--- config.mk ---
export PLATFORM = sky130hd
export DESIGN_NAME = alu_share_arbiter
export DESIGN_NICKNAME = d
export VERILOG_FILES = /design/src/rtl/alu_share_arbiter.sv
export SDC_FILE = /design/constraint.sdc
export NUM_CORES = 1
export LEC_CHECK = 0
export CAP_MARGIN = 20
export CORE_AREA = 3 3 108 110
export CTS_CLUSTER_SIZE = 12
export DETAILED_ROUTE_END_ITERATION = 12
export DIE_AREA = 0 0 111 113
export PLACE_DENSITY = 0.67
export SYNTH_ARGS = -nofsm -noshare
export SYNTH_HDL_FRONTEND = slang
export SYNTH_SLANG_ARGS = --single-unit
--- constraint.sdc ---
create_clock -name clk -period 2.2 [get_ports clk]
set_input_delay 0.44 -clock clk [delete_from_list [all_inputs] [get_ports clk]]
set_output_delay 0.44 -clock clk [all_outputs]
set_load 0.03 [all_outputs]
--- src/rtl/alu_share_arbiter.sv ---
// rtl/alu_share_arbiter.sv - round-robin arbiter time-sharing one combinational ALU between two requesters
//
// Purpose:
//   Two requesters share a single combinational ALU. Requester 0 is the
//   execute stage and requester 1 is the branch/address unit. At most one
//   request is granted per cycle. The granted operands drive the ALU. The
//   result is captured into a one-entry response buffer that is tagged with
//   the requester id.
//
// Configuration macro:
//   ALU_ARB_FIXED_PRIO_EN - when defined, requester 0 always wins a tie and
//                           no round-robin pointer exists. When undefined,
//                           ties are broken round-robin.
//
// Ports:
//   clk, rst_n                  rising-edge clock, synchronous active-low reset
//   reqValid0/1, reqReady0/1    request handshake, one per requester
//   reqA0/1, reqB0/1, reqOp0/1  request operands and opcode
//   respValid, respReady        response handshake
//   respId, respData, respErr   buffered response: issuing requester, result,
//                               and unsupported-opcode flag
//   aluInputA/B, aluOpCode      operands driven to the shared ALU
//   aluOut                      result returned by the shared ALU

module alu_share_arbiter #(
  parameter int DATA_W = 32,
  parameter int OP_W   = 4
) (
  input  logic              clk,
  input  logic              rst_n,
  input  logic              reqValid0,
  output logic              reqReady0,
  input  logic [DATA_W-1:0] reqA0,
  input  logic [DATA_W-1:0] reqB0,
  input  logic [OP_W-1:0]   reqOp0,
  input  logic              reqValid1,
  output logic              reqReady1,
  input  logic [DATA_W-1:0] reqA1,
  input  logic [DATA_W-1:0] reqB1,
  input  logic [OP_W-1:0]   reqOp1,
  output logic              respValid,
  input  logic              respReady,
  output logic              respId,
  output logic [DATA_W-1:0] respData,
  output logic              respErr,
  output logic [DATA_W-1:0] aluInputA,
  output logic [DATA_W-1:0] aluInputB,
  output logic [OP_W-1:0]   aluOpCode,
  input  logic [DATA_W-1:0] aluOut
);

  logic              buf_full;
  logic              buf_id;
  logic [DATA_W-1:0] buf_data;
  logic              buf_err;

  logic              can_accept;
  logic              grant0;
  logic              grant1;
  logic              grant_any;
  logic              sel_err;
  logic [DATA_W-1:0] sel_result;

  // The buffer can take a new result when it is empty, or when it is
  // draining on this same edge. Reset blocks acceptance, so requests
  // presented while rst_n is low are never granted.
  assign can_accept = rst_n && (!buf_full || respReady);

`ifdef ALU_ARB_FIXED_PRIO_EN
  assign grant0 = can_accept && reqValid0;
  assign grant1 = can_accept && reqValid1 && !reqValid0;
`else
  // last_grant == 1 means requester 0 wins the next tie.
  logic last_grant;

  assign grant0 = can_accept && reqValid0 && (!reqValid1 || last_grant);
  assign grant1 = can_accept && reqValid1 && (!reqValid0 || !last_grant);
`endif

  assign grant_any = grant0 || grant1;
  assign reqReady0 = grant0;
  assign reqReady1 = grant1;

  // Drive the ALU from the winner. Idle cycles drive zeros so that the ALU
  // inputs do not toggle with requests that were not granted.
  always_comb begin
    aluInputA = '0;
    aluInputB = '0;
    aluOpCode = '0;
    if (grant0) begin
      aluInputA = reqA0;
      aluInputB = reqB0;
      aluOpCode = reqOp0;
    end else if (grant1) begin
      aluInputA = reqA1;
      aluInputB = reqB1;
      aluOpCode = reqOp1;
    end
  end

  // Opcodes 0-5 and 7 are supported. Opcode 6 and any opcode with a bit set
  // above bit 2 are unsupported. An unsupported request is still consumed,
  // but it reports an error and returns zero instead of the ALU output.
  assign sel_err    = grant_any &&
                      ((aluOpCode > OP_W'(7)) || (aluOpCode == OP_W'(6)));
  assign sel_result = sel_err ? '0 : aluOut;

  always_ff @(posedge clk) begin
    if (!rst_n) begin
      buf_full <= 1'b0;
      buf_id   <= 1'b0;
      buf_data <= '0;
      buf_err  <= 1'b0;
    end else if (grant_any) begin
      // A grant overwrites the buffer, including a buffer draining this cycle.
      buf_full <= 1'b1;
      buf_id   <= grant1;
      buf_data <= sel_result;
      buf_err  <= sel_err;
    end else if (buf_full && respReady) begin
      buf_full <= 1'b0;
    end
  end

`ifndef ALU_ARB_FIXED_PRIO_EN
  // The pointer moves only when a request is accepted.
  always_ff @(posedge clk) begin
    if (!rst_n) begin
      last_grant <= 1'b1;
    end else if (grant_any) begin
      last_grant <= grant1;
    end
  end
`endif

  assign respValid = buf_full;
  assign respId    = buf_id;
  assign respData  = buf_data;
  assign respErr   = buf_err;

endmodule

==> results of run 1 <==
[logic make-up after synthesis]
family	synth area share (%)
simple gates	13.95
flops	32.40
compound gates	30.48
buf+inv	8.774
mux	14.40
[power by group through the flow]
stage / clock, mW / sequential, mW / combinational, mW
after CTS: 0.505 / 0.715 / 1.27
after global placement: 0 / 0.728 / 1.15
after detailed placement: 0 / 0.729 / 1.16
final: 0.485 / 0.714 / 1.29
after floorplan: 0 / 0.804 / 0.448
after global routing: 0.544 / 0.720 / 1.35
[worst min-delay path by stage]
| stage | from | depth (start not counted) | end |
|---|---|---|---|
| final | respId | 2 | respId |
| after global routing | respId | 2 | respId |
| after CTS | respId | 2 | respId |
| after detailed placement | respId | 2 | respId |
| after global placement | respId | 2 | respId |
| after floorplan | last_grant | 2 | last_grant |
[area by class of cell]
class                   count  area, um^2  area share, %
repair buffers            314        3407          59.04
multi-input cells         153        1346          23.33
flip-flops and latches     36       723.2          12.53
well taps                 140       175.2          3.036
clock buffers               5       68.82          1.193
inverters                   5       26.28         0.4553
clock inverters             3       23.77         0.4120
[repair_timing]
action	4_1_cts	5_1_grt
resized for setup	55	2
pin swaps	16	1
setup endpoints to repair	69	46
hold buffers	0	0
gates cloned	6	3
setup buffers	8	1
[worst max-delay path: cells and delay by family]
kind / cells / cell delay, ns
AO/OA/AOI/OAI: 1 / 0.15
AND/OR/NAND/NOR: 2 / 0.24
buffers and inverters: 5 / 0.93
[layout by cell type, fill, tap and decap left out, types with 2 or more instances in the layout]
cell type | Yosys | layout
inv_1 | 3 | 3
nor3_2 | 9 | 9
dfxtp_1 | 36 | 34
buf_12 | 0 | 20
clkdlybuf4s15_1 | 0 | 2
buf_6 | 3 | 34
a22o_4 | 0 | 3
dfxtp_2 | 0 | 2
clkbuf_16 | 0 | 2
clkdlybuf4s50_1 | 0 | 203
clkinvlp_4 | 0 | 2
nor3_1 | 23 | 23
a22o_1 | 66 | 63
clkbuf_8 | 0 | 5
buf_4 | 4 | 45
mux2i_1 | 32 | 32
buf_16 | 0 | 5
nand2_1 | 5 | 4
o21ai_1 | 0 | 2
[flip-flops by register name (all words and copies together) (netlist names)]
signal,cells
respId,1
respValid,1
respData,32
last_grant,1
respErr,1
[metal layers]
layer,track usage [%],share of wire (%),wire [um]
met5,0,0,0
met4,2.791,0.75,97
met3,6.898,8.9,1149
met2,35.36,53,6886
met1,20.97,37,4841
==> impl_metrics.ini, run 1 <==
[run_status]
outcome = complete, but fails checks
violations = setup timing

[sta]
fmax_mhz = 452.5
tightest_slew_ns = 0.3636
setup_total_negative_slack_ns = -0.01783
rsz0062_at_grt = true
period_share_pct = 100.4
fin_crit_ns = 2.210
worst_slack_ns = -0.009741
hold_violations = 0
setup_viol = 2
relSlewSlack_pct = 75.68
timing.hold.ws_ns = 0.4683
slew_violations = 0
fin_skew_ns = 0.004055

[finish]
final_area_um2 = 5771
layout-drive-gt1-share_pct = 27.33
antenna_cells = 0
nFillCells = 953
instances_no_fill = 656
final_util_pct = 53.47
nets = 688
area_delta_synth_final_pct = 159.4

[drt]
wl_per_cell_um = 19.78
initialDrtViolationCount = 162
vias_per_cell = 4.695
postRouteAntennaNets = 0
drc = 0
drtPass1Iterations = 4
vias = 3080
wl_um = 12980

[synthesis]
synth.most_common_cell = a22o_1
yosys-top-cells-area = dfxtp_1 (32%), a22o_1 (26%), mux2i_1 (14%)
synth_edf_count = 0
yosys-top-cells-count = a22o_1 (66), dfxtp_1 (36), mux2i_1 (32), nor3_1 (23), buf_2 (12)
ys_warn_count = 0
synth_top_cell_by_area = dfxtp_1
async_flop_share_pct = 0
syn_area_um2 = 2225
synthCells = 218
synth_fp_nets = 391
synth.avg_cell_area_um2 = 10.20
yosysSeqAreaShare_pct = 32.40
synthDistinctLibCells = 29
synth_top_area_share_pct = 32.40
synthFlopType = dfxtp_1
ys_ff_latch = 36

[clocking]
clk_pin_slew_worst_paths_ns = 0.08
cts-htree-levels = 2
clk_latency_ns = 0.29
cts_tree = built
numClockSinks = 36
clk_path_buf_depth = 2
numCtsBuffers = 5
clk_root_buffer_cell = clkbuf_8

[worst_setup_path]
end_kind = primary output
crit_arrival_ns = 1.77
critPathKind = in -> out
startpoint = reqValid0
crit_path_cell_trace = dlygate4sd2_1 -> nand2_2 -> nand4_4 -> inv_8 -> buf_12 -> bufbuf_16 -> a22o_1 -> buf_6
r2r-end = respData[27]
worstRegToRegCells = 9
crit_fanout = 7
start_kind = input port
slowest_delay_ns = 0.27
reg2reg_from = respValid
critPathRequiredTime_ns = 1.76
critPathCapture = aluInputB[3]
cpMaxStageDelayCell = dlygate4sd2_1
rrSetupSlack_ns = 0.45

[power]
p_sw_share_pct = 34.48
power_density_nw_per_um2 = 430.7
seqPwrFrac_pct = 28.7
clockPowerShare_pct = 19.5
power_mw = 2.486
combinationalPowerShare_pct = 51.8
power_leakage_nw = 2.474
power.switching_mw = 0.8570
ir_drop_mv = 0.3490
p_int_mw = 1.629

[global_routing]
grt_pass1_wl_um = 18890
overflow = 0
grt_max_degree = 42
grtUsageTotal_pct = 18.92
grt_pass1_vias = 3231
antenna_found_initial = 0

[place]
port_buffers = 277
dpl_cell_area_um2 = 5147
dp_hpwl_um = 9573
dp_slack_ns = -0.2038
gp_congestion = 0.8905
place_inst = 630

[die]
die_width_um = 111
rows = 38
coreArea_um2 = 10790
io_pins = 278
die-height_um = 113
start_util_pct = 20.61
die_area_um2 = 12540

[worst_hold_path]
hp-class = reg -> reg

[flow_run]
max-cap-violations = 0
No activity file was read; power rests on OpenSTA's default activity.
==> run 2, diff against run 1 <==
--- a/config.mk
+++ b/config.mk
@@ -6,10 +6,10 @@
 export NUM_CORES = 1
 export LEC_CHECK = 0
 export CAP_MARGIN = 20
-export CORE_AREA = 3 3 108 110
+export CORE_AREA = 2 2 107 109
 export CTS_CLUSTER_SIZE = 12
 export DETAILED_ROUTE_END_ITERATION = 12
-export DIE_AREA = 0 0 111 113
+export DIE_AREA = 0 0 109 111
 export PLACE_DENSITY = 0.67
 export SYNTH_ARGS = -nofsm -noshare
 export SYNTH_HDL_FRONTEND = slang
==> constraint.sdc (replaced) <==
create_clock -name clk -period 2.85 [get_ports clk]
set_input_delay 0.57 -clock clk [delete_from_list [all_inputs] [get_ports clk]]
set_output_delay 0.57 -clock clk [all_outputs]
set_load 0.03 [all_outputs]
==> run 2 against run 1 <==
Compared with the run above:
- the flow now finishes without violations
- via count is 4.8% lower
- die area fell by 3.5%
- utilization decreased by 6.3 points
- flip-flop and latch count unchanged
- critical endpoint is now aluOpCode[2]
==> impl_metrics.ini, run 2 (same netlist as run 1, synthesis figures left out) <==
[run_status]
outcome = complete, no violations

[power]
p_sw_share_pct = 32.10
seqPwrFrac_pct = 28.4
power_mw = 1.947
clockPowerShare_pct = 26.8
combinationalPowerShare_pct = 44.8
power.switching_mw = 0.6249
power_density_nw_per_um2 = 372.6
p_int_mw = 1.322
ir_drop_mv = 0.3622
power_leakage_nw = 2.254

[finish]
nFillCells = 1030
largest_register_ffs = 32
area_delta_synth_final_pct = 134.9
final_util_pct = 47.17
most-common-layout-cells = clkdlybuf4s50_1 (207), buf_4 (73), a22o_1 (66)
layout-drive-gt1-share_pct = 22.52
nets = 665
final_common_cell = clkdlybuf4s50_1

[drt]
wl_per_cell_um = 16.89
top_layer = met4
wl_um = 10780
drtPass1Iterations = 4
vias_per_cell = 4.594
initialDrtViolationCount = 159
postRouteAntennaNets = 0
vias = 2931
met2_wirelength_um = 5223
wl_met1_um = 4086
dr_wl_met3_um = 1262
drc = 0

[flow_run]
max-cap-violations = 0

[clocking]
clk_latency_ns = 0.27
numCtsBuffers = 5
post_cts_buffers = 0
clk_path_buf_depth = 2
cts_tree = built
clk_root_buffer_cell = clkbuf_16
postCtsHoldBufs = 0
cts-htree-levels = 2
clk_pin_slew_worst_paths_ns = 0.06
numClockSinks = 36
cts-resized-gates = 0

[global_routing]
overflow = 0
grtUsageTotal_pct = 16.42
grt_pass1_vias = 2932
grt_max_degree = 39
grt_pass1_wl_um = 15480
antenna_found_initial = 2

[die]
die_area_um2 = 12100
io_pins = 278
coreArea_um2 = 11080
die-height_um = 111
die_width_um = 109
start_util_pct = 20.08
rows = 39

[sta]
timing.hold.ws_ns = 0.4635
worst_slack_ns = 0.1461
fmax_mhz = 369.8
setup_total_negative_slack_ns = 0
fin_skew_ns = 0.002880
period_share_pct = 94.88
hold_violations = 0
relSlewSlack_pct = 45.65
slew_violations = 0
setup_viol = 0
rsz0062_at_grt = false
fin_crit_ns = 2.704
tightest_slew_ns = 0.8114

[place]
dp_slack_ns = 0.1384
gp_congestion = 0.8715
port_buffers = 277
dp_hpwl_um = 8803

[worst_hold_path]
hp-class = reg -> reg

[worst_setup_path]
critPathKind = in -> out
critPathRequiredTime_ns = 2.28
crit_arrival_ns = 2.13
start_kind = input port
crit_fanout = 38
end_kind = primary output
[run 2: cell count changes in the layout (fill, tap and decap cells not counted), sizes merged]
cell	change
buf	-21
clkdlybuf4s50	+4
clkbuf	-2
clkdlybuf4s15	-2
clkinv	+2
clkinvlp	-2
diode	+2
bufbuf	-1
dlygate4sd2	-1
[run 2: through the flow]
step | std cells | instance area [um^2]
4_1_cts | 636 | 5220
6_report | 638 | 5225
3_3_place_gp | 628 | 5076
3_5_place_dp | 628 | 5076
5_1_grt | 637 | 5223
2_1_floorplan | 218 | 2225
[run 2: metal layers]
layer  vias to the layer above  global-route usage, %
met5                         -                      0
met3                        19                  7.055
met2                       151                  28.45
met4                         0                  4.701
met1                      1354                  17.96
li1                       1407                      -
[run 2: power groups by stage]
stage	combinational (mW)	clock (mW)	sequential, mW
after floorplan	0.346	0	0.621
after global placement	0.871	0	0.561
after detailed placement	0.874	0	0.563
after CTS	0.878	0.540	0.552
after global routing	0.917	0.560	0.556
final	0.872	0.522	0.552
[run 2: area by class of cell]
class | count | area (um^2) | area share, %
Inverter | 5 | 18.77 | 0.3592
Multi-Input combinational cell | 153 | 1318 | 25.22
Timing Repair Buffer | 291 | 2840 | 54.36
Clock buffer | 5 | 125.1 | 2.395
Clock inverter | 3 | 18.77 | 0.3592
Antenna cell | 2 | 5.005 | 0.09579
Sequential cell | 36 | 720.7 | 13.79
Tap cell | 143 | 178.9 | 3.424
[run 2: critical path: stages]
cell,delay (ns)
clkdlybuf4s50_1,0.58
nand4_1,0.22
inv_2,0.18
buf_12,0.21
a22o_1,0.22
buf_12,0.13
[run 2: path summary, 6_finish.rpt]
| check | slack (ns) | endpoint | start | cells after the start |
|---|---|---|---|---|
| hold reg to reg | 0.46 | respId | respId | 2 |
| setup reg to reg | 1.21 | respErr | respValid | 5 |
| hold / removal | 0.46 | respId | respId | 2 |
| setup / recovery | 0.15 | aluOpCode[2] | reqValid0 | 6 |
